File: src/rtl/inst_fetch_queue_if.sv
// ============================================================================
// Module      : inst_fetch_queue_if
// Description : Fetch-side and decode-side signal bundle of the fetch queue.
// Revision    : 1.0 - initial release
// ============================================================================
`default_nettype none

interface inst_fetch_queue_if #(
    parameter int DEPTH   = 8,
    parameter int FETCH_W = 2,
    parameter int ISSUE_W = 2
);
    localparam int c_cw = $clog2(DEPTH + 1);
    localparam int c_tw = $clog2(ISSUE_W + 1);

    logic                   in_valid;
    logic [31:0]            in_pc;
    logic [FETCH_W*32-1:0]  in_inst;
    logic [FETCH_W-1:0]     in_mask;
    logic                   in_ready;
    logic [ISSUE_W-1:0]     out_valid;
    logic [ISSUE_W*32-1:0]  out_pc;
    logic [ISSUE_W*32-1:0]  out_inst;
    logic [c_tw-1:0]        out_take;
    logic [c_cw-1:0]        count;

    modport master (
        output in_valid, in_pc, in_inst, in_mask, out_take,
        input  in_ready, out_valid, out_pc, out_inst, count
    );

    modport slave (
        input  in_valid, in_pc, in_inst, in_mask, out_take,
        output in_ready, out_valid, out_pc, out_inst, count
    );
endinterface

`default_nettype wire

File: src/rtl/inst_fetch_queue.sv
// ============================================================================
// Module      : inst_fetch_queue
// Description : Circular {pc, inst} buffer between wide fetch and multi-issue
//               decode; packs masked fetch slots, presents ISSUE_W in order.
// Revision    : 1.0 - initial release
// ============================================================================
`default_nettype none

module inst_fetch_queue #(
    parameter int DEPTH   = 8,
    parameter int FETCH_W = 2,
    parameter int ISSUE_W = 2
) (
    input  wire logic         clk,
    input  wire logic         rst,
    input  wire logic         flush,
    input  wire logic         stall,
    inst_fetch_queue_if.slave bus
);
    localparam int c_cw = $clog2(DEPTH + 1);
    localparam int c_aw = $clog2(DEPTH);

    logic [31:0]      r_pc   [DEPTH];
    logic [31:0]      r_inst [DEPTH];
    logic [c_aw-1:0]  r_head;
    logic [c_aw-1:0]  r_tail;
    logic [c_cw-1:0]  r_count;

    logic             w_ready;
    logic             w_push;
    logic [c_cw-1:0]  w_push_cnt;
    logic [c_cw-1:0]  w_eff;
    logic [c_aw-1:0]  w_slot_addr [FETCH_W];
    logic [c_aw-1:0]  w_tail_next;
    logic [ISSUE_W-1:0]    w_out_valid;
    logic [ISSUE_W*32-1:0] w_out_pc;
    logic [ISSUE_W*32-1:0] w_out_inst;

    // Readiness looks only at registered occupancy, so a slot freed by this
    // cycle's pop cannot be refilled until the next cycle.
    assign w_ready = (c_cw'(DEPTH) - r_count) >= c_cw'(FETCH_W);
    assign w_push  = bus.in_valid & w_ready & ~flush;

    // Masked slots pack contiguously from tail in ascending slot order.
    always_comb begin
        logic [c_aw-1:0] acc;
        acc        = r_tail;
        w_push_cnt = '0;
        for (int i = 0; i < FETCH_W; i++) begin
            w_slot_addr[i] = acc;
            if (bus.in_mask[i]) begin
                acc        = acc + c_aw'(1);
                w_push_cnt = w_push_cnt + c_cw'(1);
            end
        end
        w_tail_next = acc;
    end

    always_comb begin
        w_eff = '0;
        if (!stall && !flush) begin
            w_eff = c_cw'(bus.out_take);
            if (w_eff > r_count)
                w_eff = r_count;
            if (w_eff > c_cw'(ISSUE_W))
                w_eff = c_cw'(ISSUE_W);
        end
    end

    always_ff @(posedge clk) begin
        if (rst) begin
            r_head  <= '0;
            r_tail  <= '0;
            r_count <= '0;
            for (int d = 0; d < DEPTH; d++) begin
                r_pc[d]   <= '0;
                r_inst[d] <= '0;
            end
        end else if (flush) begin
            r_head  <= '0;
            r_tail  <= '0;
            r_count <= '0;
        end else begin
            if (w_push) begin
                for (int i = 0; i < FETCH_W; i++) begin
                    if (bus.in_mask[i]) begin
                        r_pc[w_slot_addr[i]]   <= bus.in_pc + 32'(4 * i);
                        r_inst[w_slot_addr[i]] <= bus.in_inst[32*i +: 32];
                    end
                end
                r_tail <= w_tail_next;
            end
            r_head  <= r_head + c_aw'(w_eff);
            r_count <= r_count + (w_push ? w_push_cnt : c_cw'(0)) - w_eff;
        end
    end

    always_comb begin
        logic [c_aw-1:0] idx;
        w_out_valid = '0;
        w_out_pc    = '0;
        w_out_inst  = '0;
        for (int k = 0; k < ISSUE_W; k++) begin
            idx = r_head + c_aw'(k);
            if (r_count > c_cw'(k)) begin
                w_out_valid[k]        = 1'b1;
                w_out_pc[32*k +: 32]   = r_pc[idx];
                w_out_inst[32*k +: 32] = r_inst[idx];
            end
        end
    end

    assign bus.in_ready  = w_ready;
    assign bus.count     = r_count;
    assign bus.out_valid = w_out_valid;
    assign bus.out_pc    = w_out_pc;
    assign bus.out_inst  = w_out_inst;

    always_ff @(posedge clk) begin
        if (!rst)
            assert (r_count <= c_cw'(DEPTH));
    end
endmodule

`default_nettype wire

File: src/flat_wrapper.sv
// flat-port wrapper written by rule: the top's interface ports become plain ports
module inst_fetch_queue_flat 
#(
    parameter int DEPTH   = 8,
    parameter int FETCH_W = 2,
    parameter int ISSUE_W = 2
)
  (clk, rst, flush, stall, bus_in_valid, bus_in_pc, bus_in_inst, bus_in_mask, bus_out_take, bus_in_ready, bus_out_valid, bus_out_pc, bus_out_inst, bus_count);
  inst_fetch_queue_if #(.DEPTH(DEPTH), .FETCH_W(FETCH_W), .ISSUE_W(ISSUE_W)) bus_i ();
  input  wire logic clk;
  input  wire logic rst;
  input  wire logic flush;
  input  wire logic stall;
  input wire logic [$bits(bus_i.in_valid)-1:0] bus_in_valid;
  input wire logic [$bits(bus_i.in_pc)-1:0] bus_in_pc;
  input wire logic [$bits(bus_i.in_inst)-1:0] bus_in_inst;
  input wire logic [$bits(bus_i.in_mask)-1:0] bus_in_mask;
  input wire logic [$bits(bus_i.out_take)-1:0] bus_out_take;
  output wire logic [$bits(bus_i.in_ready)-1:0] bus_in_ready;
  output wire logic [$bits(bus_i.out_valid)-1:0] bus_out_valid;
  output wire logic [$bits(bus_i.out_pc)-1:0] bus_out_pc;
  output wire logic [$bits(bus_i.out_inst)-1:0] bus_out_inst;
  output wire logic [$bits(bus_i.count)-1:0] bus_count;
  assign bus_i.in_valid = bus_in_valid;
  assign bus_i.in_pc = bus_in_pc;
  assign bus_i.in_inst = bus_in_inst;
  assign bus_i.in_mask = bus_in_mask;
  assign bus_i.out_take = bus_out_take;
  assign bus_in_ready = bus_i.in_ready;
  assign bus_out_valid = bus_i.out_valid;
  assign bus_out_pc = bus_i.out_pc;
  assign bus_out_inst = bus_i.out_inst;
  assign bus_count = bus_i.count;
  inst_fetch_queue #(.DEPTH(DEPTH), .FETCH_W(FETCH_W), .ISSUE_W(ISSUE_W)) u_core (.clk(clk), .rst(rst), .flush(flush), .stall(stall), .bus(bus_i));
endmodule
File: config.mk
export PLATFORM = sky130hd
export DESIGN_NAME = inst_fetch_queue_flat
export DESIGN_NICKNAME = d
export VERILOG_FILES = /design/src/rtl/inst_fetch_queue_if.sv /design/src/rtl/inst_fetch_queue.sv /design/src/flat_wrapper.sv
export SDC_FILE = /design/constraint.sdc
export NUM_CORES = 1
export LEC_CHECK = 0
export ABC_AREA = 0
export CORE_ASPECT_RATIO = 0.5
export CORE_MARGIN = 1.5
export CORE_UTILIZATION = 35
export CTS_BUF_LIST = sky130_fd_sc_hd__clkbuf_2
export DETAILED_ROUTE_END_ITERATION = 16
export GPL_TIMING_DRIVEN = 0
export PLACE_DENSITY_LB_ADDON = 0.25
export SLEW_MARGIN = 20
export SYNTH_ARGS = -nofsm -noshare
export SYNTH_HDL_FRONTEND = slang
export SYNTH_SLANG_ARGS = --single-unit
File: constraint.sdc
create_clock -name clk -period 5.3 [get_ports clk]
set_input_delay 1.06 -clock clk [delete_from_list [all_inputs] [get_ports clk]]
set_output_delay 1.06 -clock clk [all_outputs]
set_load 0.05 [all_outputs]
# Yosys cells after proc, flatten, opt, wreduce, memory -nomap -nowiden
# Memories as Yosys holds them, arrays and structs flattened. A register that Yosys moved wholly into a read port is not among the register bits.
# Cells that the tools add are included.
# op_classes
addsub	9
order_cmp	5
n_mux	41
bitwise	3
reduce_logical	8
# op_table
operator	n
two-way mux 32 bit	8
OR reduction 32 bit	4
adder 32 x 3 -> 32 bit, second input constant	1
two-way mux 3 bit	8
two-way mux 4 bit	6
two-way mux 1 bit	19
adder 3 x 1 -> 3 bit, second input constant	3
> comparator 4 x 1 -> 1 bit, second input constant	2
adder 4 bit	1
greater-or-equal comparator 4 x 2 -> 1 bit, second input constant	1
> comparator 2 x 4 -> 1 bit	1
> comparator 4 x 2 -> 1 bit, second input constant	1
subtractor 4 bit	1
subtractor 4 bit, first input constant	1
adder 3 bit	1
adder 1 x 1 -> 2 bit, second input constant	1
bitwise AND 1 bit	2
zero test 1 bit	2
OR reduction 2 bit	1
logical AND 1 bit	1
inverter 1 bit	1
# word_totals
regBits	10
mem_bits_rw	512
in_bits	105
out_inout_bits	135
word_cells	71
memories	2
# mem_list
memory	depth	word_bits	read_ports	rd_ports_with_merged_regs	wr	line	source
u_core.r_inst	8	32	2	1	8	inst_fetch_queue.sv:24	logic [31:0] r_inst [DEPTH];
u_core.r_pc	8	32	2	1	8	inst_fetch_queue.sv:23	logic [31:0] r_pc [DEPTH];

# Depth between registers and ports, before layout
# Gate-level depths: netlist of the first run.
# logic_depth
ltp_word	10
ltp_mapped	14
ltp_nobuf	14

# Worst setup path after synthesis of the first run
# OpenSTA, ideal clock, no wires.
# synth_timing
kind	input-to-reg
from	input flush
to	memory u_core.r_inst[4][0], enable pin
setup_ns	0.424
arrival_ns	3.817
t_required_ns	4.876
path_slack_ns	1.059
cell_stages	5
n_path_buf	1
cell_sequence	nor3b_1 nand2_1 a2111oi_2 clkbuf_1 or3_1
# synth_lines
item	line	source
from (decl)	flat_wrapper.sv:12	input wire logic flush;
to (decl)	inst_fetch_queue.sv:24	

# Worst setup path in the final report of the first run
# layout_timing
from	register u_core.r_head[1]
to	output bus_out_pc[35]
# layout_via
elab_chain_len	3
# layout_rtl
item	line	source
from (decl)	inst_fetch_queue.sv:25	logic [c_aw-1:0] r_head;
from (signal assigned)	inst_fetch_queue.sv:93	r_head <= r_head + c_aw'(w_eff);
adder 3 x 1 -> 3 bit	inst_fetch_queue.sv:104	idx = r_head + c_aw'(k);
memory read (8 x 32 bit)	--	
two-way mux 32 bit	inst_fetch_queue.sv:105	if (r_count > c_cw'(k)) begin
to (decl)	flat_wrapper.sv:21	output wire logic [$bits(bus_i.out_pc)-1:0] bus_out_pc;
# No other way between the ends.

==> metrics.csv, run 1 <==
metric,value,unit
port_buffers,164,
finalHoldViolCount,0,
critPathKind,reg -> out,
power.density,277,nW/µm²
htreeDepth,4,
final.min_clock_period,5.16,ns
vias,26592,
synthArstFlopShare,0,%
placed_cells,3919,
ys_ff_latch,522,
worstSkewPairLatency,1.25,ns
critPathMaxFanout,10,
fin_cells,4157,
fin_util,40.9,%
num_rows,77,
n_fill_cell,8601,
period_share,97.3,%
p_leak,12.6,nW
status,"finished, final reports clean",
grt_first_pass_wirelength,182,mm
synthAdderAreaFrac,0.821,%
dpl.hpwl,85.7,mm
slew_viol_final,0,
cts_buffer_depth,3,
syn-instance-count,2558,
root_buffer,clkbuf_2,
path_cells,ha_1 > clkbuf_2 > clkbuf_2 > mux4_2 > nand2_1 > a21oi_1 > dlygate4sd2_1,
setup_viol,0,
dieHeight,216,µm
synth-edff-count,512,
synth_top_family_by_area,multiplexers,
grt_pass1_vias,26271,
dr.pass1.iters,8,
synth_area,31700,µm²
fp.dieArea,92500,µm²
register_area,15600,µm²
synth_fp_nets,2682,
clock_skew,0.139,ns
synthToLayoutAreaGrowth,15.0,%
synth_flop_cell,edfxtp_1,
hp-class,in -> reg,
yosysTopAreaCell,edfxtp_1,
clkSinkCount,522,
via_per_inst,6.40,
synth_compound_area_share,15.4,%
ys_warn_count,0,
cts_hold_buffers,0,
critPathLaunchType,register,
synth_xor_area_share,0.746,%
ant_nets,0,
netlist.area_leader.share,48.5,%
ir_drop,0.162,mV
antenna_found_initial,18,
place_congestion,0.984,
nets,2994,
cts_tree,built,
drt_wl_total,128,mm
max_cap_viol_count,0,
synth.area.top_cells,"edfxtp_1 49%, mux4_2 18%, a22o_1 7.3%",
ys_types,50,
crit_top_cell,clkbuf_2,
ys_seq_area_share,49.1,%
cp_slowest_cell,dlygate4sd2_1,
max_stage_delay,0.59,ns
core,89000,µm²
grt_max_degree,38,
numCtsBuffers,134,
muxShareOfSynthArea,20.9,%
tns,0,ns
drc,0,
multi_input_area,14700,µm²
yosys.area_share.simple,8.14,%
fmax,194,MHz
worstPathRequired,4.24,ns
wl_per_cell,30.8,µm
grtUsageTotal,27.0,%
cp.arrival,4.10,ns
drt-initial-drc-count,3747,
start_util,35.6,%
tightest_slew,1.26,ns
syn_avg_cell_area,12.4,µm²
clk_pin_slew,0.11,ns
relSlewSlack,15.9,%
grt-ovfl-total,0,
crit_path_end_kind,primary output,
io_pins,240,
die_x,429,µm
drive_gt1_share,22.8,%
layout make-up:
cell class	count	share of cell area, %
Tap cell	1185	4.07
Inverter	13	0.134
Clock buffer	188	2.58
Sequential cell	522	42.7
Clock inverter	35	0.704
Buffer	364	4.61
Timing Repair Buffer	176	4.81
Antenna cell	15	0.103
Multi-Input combinational cell	1659	40.2
placed cells by master, fill, tap and decap left out, types with 12 or more instances in the layout:
cell type | netlist | routed
mux2i_1 | 87 | 87
nor2_1 | 83 | 83
nand3_1 | 126 | 126
clkdlybuf4s15_2 | 0 | 16
a22o_1 | 265 | 265
inv_1 | 13 | 13
edfxtp_1 | 512 | 512
clkbuf_2 | 1 | 230
buf_1 | 107 | 84
mux4_2 | 256 | 256
xor2_1 | 18 | 17
dlygate4sd2_1 | 0 | 99
buf_2 | 83 | 88
clkbuf_4 | 0 | 12
a31oi_1 | 203 | 203
a21oi_1 | 70 | 68
ha_1 | 16 | 16
clkinv_1 | 0 | 17
diode_2 | 0 | 15
and2_1 | 16 | 16
clkdlybuf4s50_1 | 0 | 36
nand2_1 | 283 | 283
a21boi_0 | 16 | 16
clkbuf_1 | 170 | 128
o21ai_0 | 125 | 125
cells in the mapped netlist, drive strengths merged (13+ instances only):
library cell and number:
nand2 283, nand3 126, mux4 256, clkbuf 171
edfxtp 512, a22o 265, and2 17, inv 13
ha 16, a31oi 203, xor2 18, a21oi 70
nor2 83, mux2i 87, o21ai 125, a21boi 16
buf 193
through the flow:
step | total power, mW | worst slack [ns] | instance area, µm² | hold WS [ns]
after floorplan | 6.38 | 1.06 | 31700 | 0.578
after global placement | 7.27 | -2.31 | 34800 | 0.625
final | 10.1 | 0.145 | 36400 | 0.203
after detailed placement | 7.30 | -0.157 | 35200 | 0.658
after CTS | 10.1 | 0.00193 | 36400 | 0.112
after global routing | 10.4 | -0.000679 | 36400 | 0.142
timing repair:
item / 4_1_cts / 5_1_grt
resized for setup: 242 / 59
setup buffers: 0 / 0
endpoints found under the setup margin: 129 / 76
cloned: 0 / 0
flip-flops by register name (all words and copies together), names as in the netlist:
signal,flops
u_core.r_pc,256
u_core.r_inst,256
u_core.r_tail,3
u_core.r_head,3
u_core.bus.count,4
where the power goes:
group          switching, mW  internal [mW]  total (mW)
registers              0.104           4.74        4.84
clock network           1.81           1.14        2.95
logic                   1.66          0.649        2.31
total                   3.57           6.53        10.1
cells by family (layout without fill, tap and decap cells):
family          after synthesis  in the layout
compound gates              696            696
xor+xnor                     27             27
fa+ha+maj                    19             19
buf+inv                     377            776
flops                       522            522
mux                         343            343
other cells                   1             16
simple gates                573            573
worst paths after layout:
check	startpoint	endpoint	slack, ns	cells after the start
setup / recovery	u_core.r_head[1]$_SDFF_PP0_	bus_out_pc[35]	0.14	7
hold / removal	bus_in_pc[13]	u_core.r_pc[7][13]$_DFFE_PP_	0.20	3
setup reg to reg	u_core.bus.count[1]$_SDFF_PP0_	u_core.r_pc[4][21]$_DFFE_PP_	0.89	8
hold reg to reg	u_core.r_head[0]$_SDFF_PP0_	u_core.r_head[0]$_SDFF_PP0_	0.68	2
per-layer routing:
layer  global-route usage (%)  wire length, µm  vias to the layer above
met5                        0               26                        -
met4                     12.3             5990                        4
met3                     7.60            14700                      390
met2                     42.3            58400                     1839
met1                     35.0            48900                    13481
li1                         -                -                    10878
critical path, delay by kind of cell (launching register included):
kind                     cells  cell delay, ns
flip-flops                   1            0.38
AO/OA/AOI/OAI                1            0.35
adder cells (fa/ha/maj)      1            0.31
buffers and inverters        3            1.50
AND/OR/NAND/NOR              1            0.05
multiplexers                 1            0.30
No activity file was read; power rests on OpenSTA's default activity.
==> inputs of run 2 (changes only) <==
- CAP_MARGIN: not set -> 0
- SKIP_LAST_GASP: not set -> 1
==> run 2 against run 1 <==
  * Setup slack lost 0.019 ns
  * Routed wire length is essentially flat
  * Clock-buffer cell count is the same
  * Combinational power is essentially flat
  * Power is essentially flat
  * Clock power is essentially flat
  * Final area grew 0.11%
  * Clock skew grew 0.0015 ns
  * Critical path type unchanged
  * Hold slack gained 0.018 ns
==> metrics.csv, run 2 (synthesis results as in run 1) <==
metric,value,unit
status,"finished, final reports clean",
slew_viol_final,0,
grtUsageTotal,27.0,%
numCtsBuffers,134,
p_leak,12.7,nW
core,89000,µm²
drt-initial-drc-count,3861,
ir_drop,0.160,mV
drive_gt1_share,22.8,%
grt_first_pass_wirelength,182,mm
drt_wl_total,128,mm
cp.arrival,4.11,ns
period_share,97.6,%
worstPathRequired,4.24,ns
vias,26607,
design_area,36500,µm²
htreeDepth,4,
worstSkewPairLatency,1.25,ns
synthToLayoutAreaGrowth,15.1,%
fin_cells,4158,
register_area,15600,µm²
cts_buffer_depth,3,
antenna_found_initial,18,
final_cell_mix,"512 x edfxtp_1, 283 x nand2_1, 265 x a22o_1",
dpl.hpwl,85.7,mm
final_common_cell,edfxtp_1,
cp_top_family,buffers and inverters,
clock_skew,0.141,ns
dieHeight,216,µm
finalPower,10.1,mW
hold_ws,0.221,ns
dr.pass1.iters,6,
num_rows,77,
critPathMaxFanout,10,
max_stage_delay,0.58,ns
relSlewSlack,16.9,%
setup_viol,0,
n_fill_cell,8594,
cp.buffers_inverters,3,
place_area,35200,µm²
place_congestion,0.984,
tightest_slew,1.25,ns
nets,2994,
power.density,277,nW/µm²
fmax,193,MHz
start_util,35.6,%
hp-class,in -> reg,
die_x,429,µm
postCtsSetupBuffers,0,
grt_pass1_vias,26271,
multi_input_area,14700,µm²
io_pins,240,
placed_cells,3919,
clkSinkCount,522,
crit_path_end_kind,primary output,
critPathKind,reg -> out,
root_buffer,clkbuf_2,
fp.dieArea,92500,µm²
clk_pin_slew,0.11,ns
ant_nets,0,
wl_per_cell,30.8,µm
grt-ovfl-total,0,
via_per_inst,6.40,
finalHoldViolCount,0,
path_cells,ha_1 > buf_2 > clkdlybuf4s18_2 > mux4_2 > nand2_1 > a21oi_1 > dlygate4sd2_1,
max_cap_viol_count,0,
final.min_clock_period,5.17,ns
tns,0,ns
port_buffers,164,
grt_max_degree,38,
critPathLaunchType,register,
drc,0,
cts_tree,built,
cp_slowest_cell,dlygate4sd2_1,
-- run 2: changes by cell type in the layout (fill, tap and decap cells not counted), sizes merged --
cell and delta:
dlymetal6s2s +9, diode +1, dlygate4sd2 -7, clkbuf -1, clkdlybuf4s15 -1
-- run 2: layout make-up --
type                       instances  share of cell area (%)
multi-input combinational       1659                    40.2
sequential                       522                    42.7
timing repair buffer             176                    4.90
tap                             1185                    4.06
inverter                          13                   0.134
clock buffer                     188                    2.58
buffer                           364                    4.61
antenna                           16                   0.110
clock inverter                    35                   0.703
-- run 2: timing repair --
action	4_1_cts	5_1_grt
hold buffers	0	0
setup endpoints to repair	129	84
pin swaps	0	0
resized for setup	233	65
-- run 2: worst min-delay path: stages --
cell and delay (ns):
buf_4 0.15, nand2_1 0.06, o21ai_0 0.06
-- run 2: layer usage --
layer | global-route usage, % | share of wire [%]
met5 | 0 | 0.020
met4 | 12.3 | 4.6
met3 | 7.60 | 12
met2 | 42.3 | 46
met1 | 35.0 | 38
-- run 2: stage by stage --
stage	setup slack [ns]	utilization, %
after CTS	-0.161	40.9
after global placement	-2.31	39.1
after floorplan	1.06	-
after global routing	-0.000681	41.0
after detailed placement	-0.157	39.5
final	0.125	41.0
-- run 2: power breakdown --
part / leakage, nW / total (mW) / internal [mW] / switching, mW
Sequential: 5.34 / 4.84 / 4.74 / 0.104
Clock: 0.910 / 2.94 / 1.14 / 1.80
Combinational: 6.43 / 2.31 / 0.655 / 1.66
Total: 12.7 / 10.1 / 6.54 / 3.56
-- run 2: path summary, 6_finish.rpt --
path / endpoint / from / slack [ns] / cells past startpoint
worst max-delay path: bus_out_pc[44] / u_core.r_head[1]$_SDFF_PP0_ / 0.13 / 7
worst min-delay path: u_core.r_pc[7][13]$_DFFE_PP_ / bus_in_pc[13] / 0.22 / 3
worst max register to register: u_core.r_pc[4][19]$_DFFE_PP_ / u_core.bus.count[1]$_SDFF_PP0_ / 0.95 / 8
worst min register to register: u_core.r_head[0]$_SDFF_PP0_ / u_core.r_head[0]$_SDFF_PP0_ / 0.69 / 2
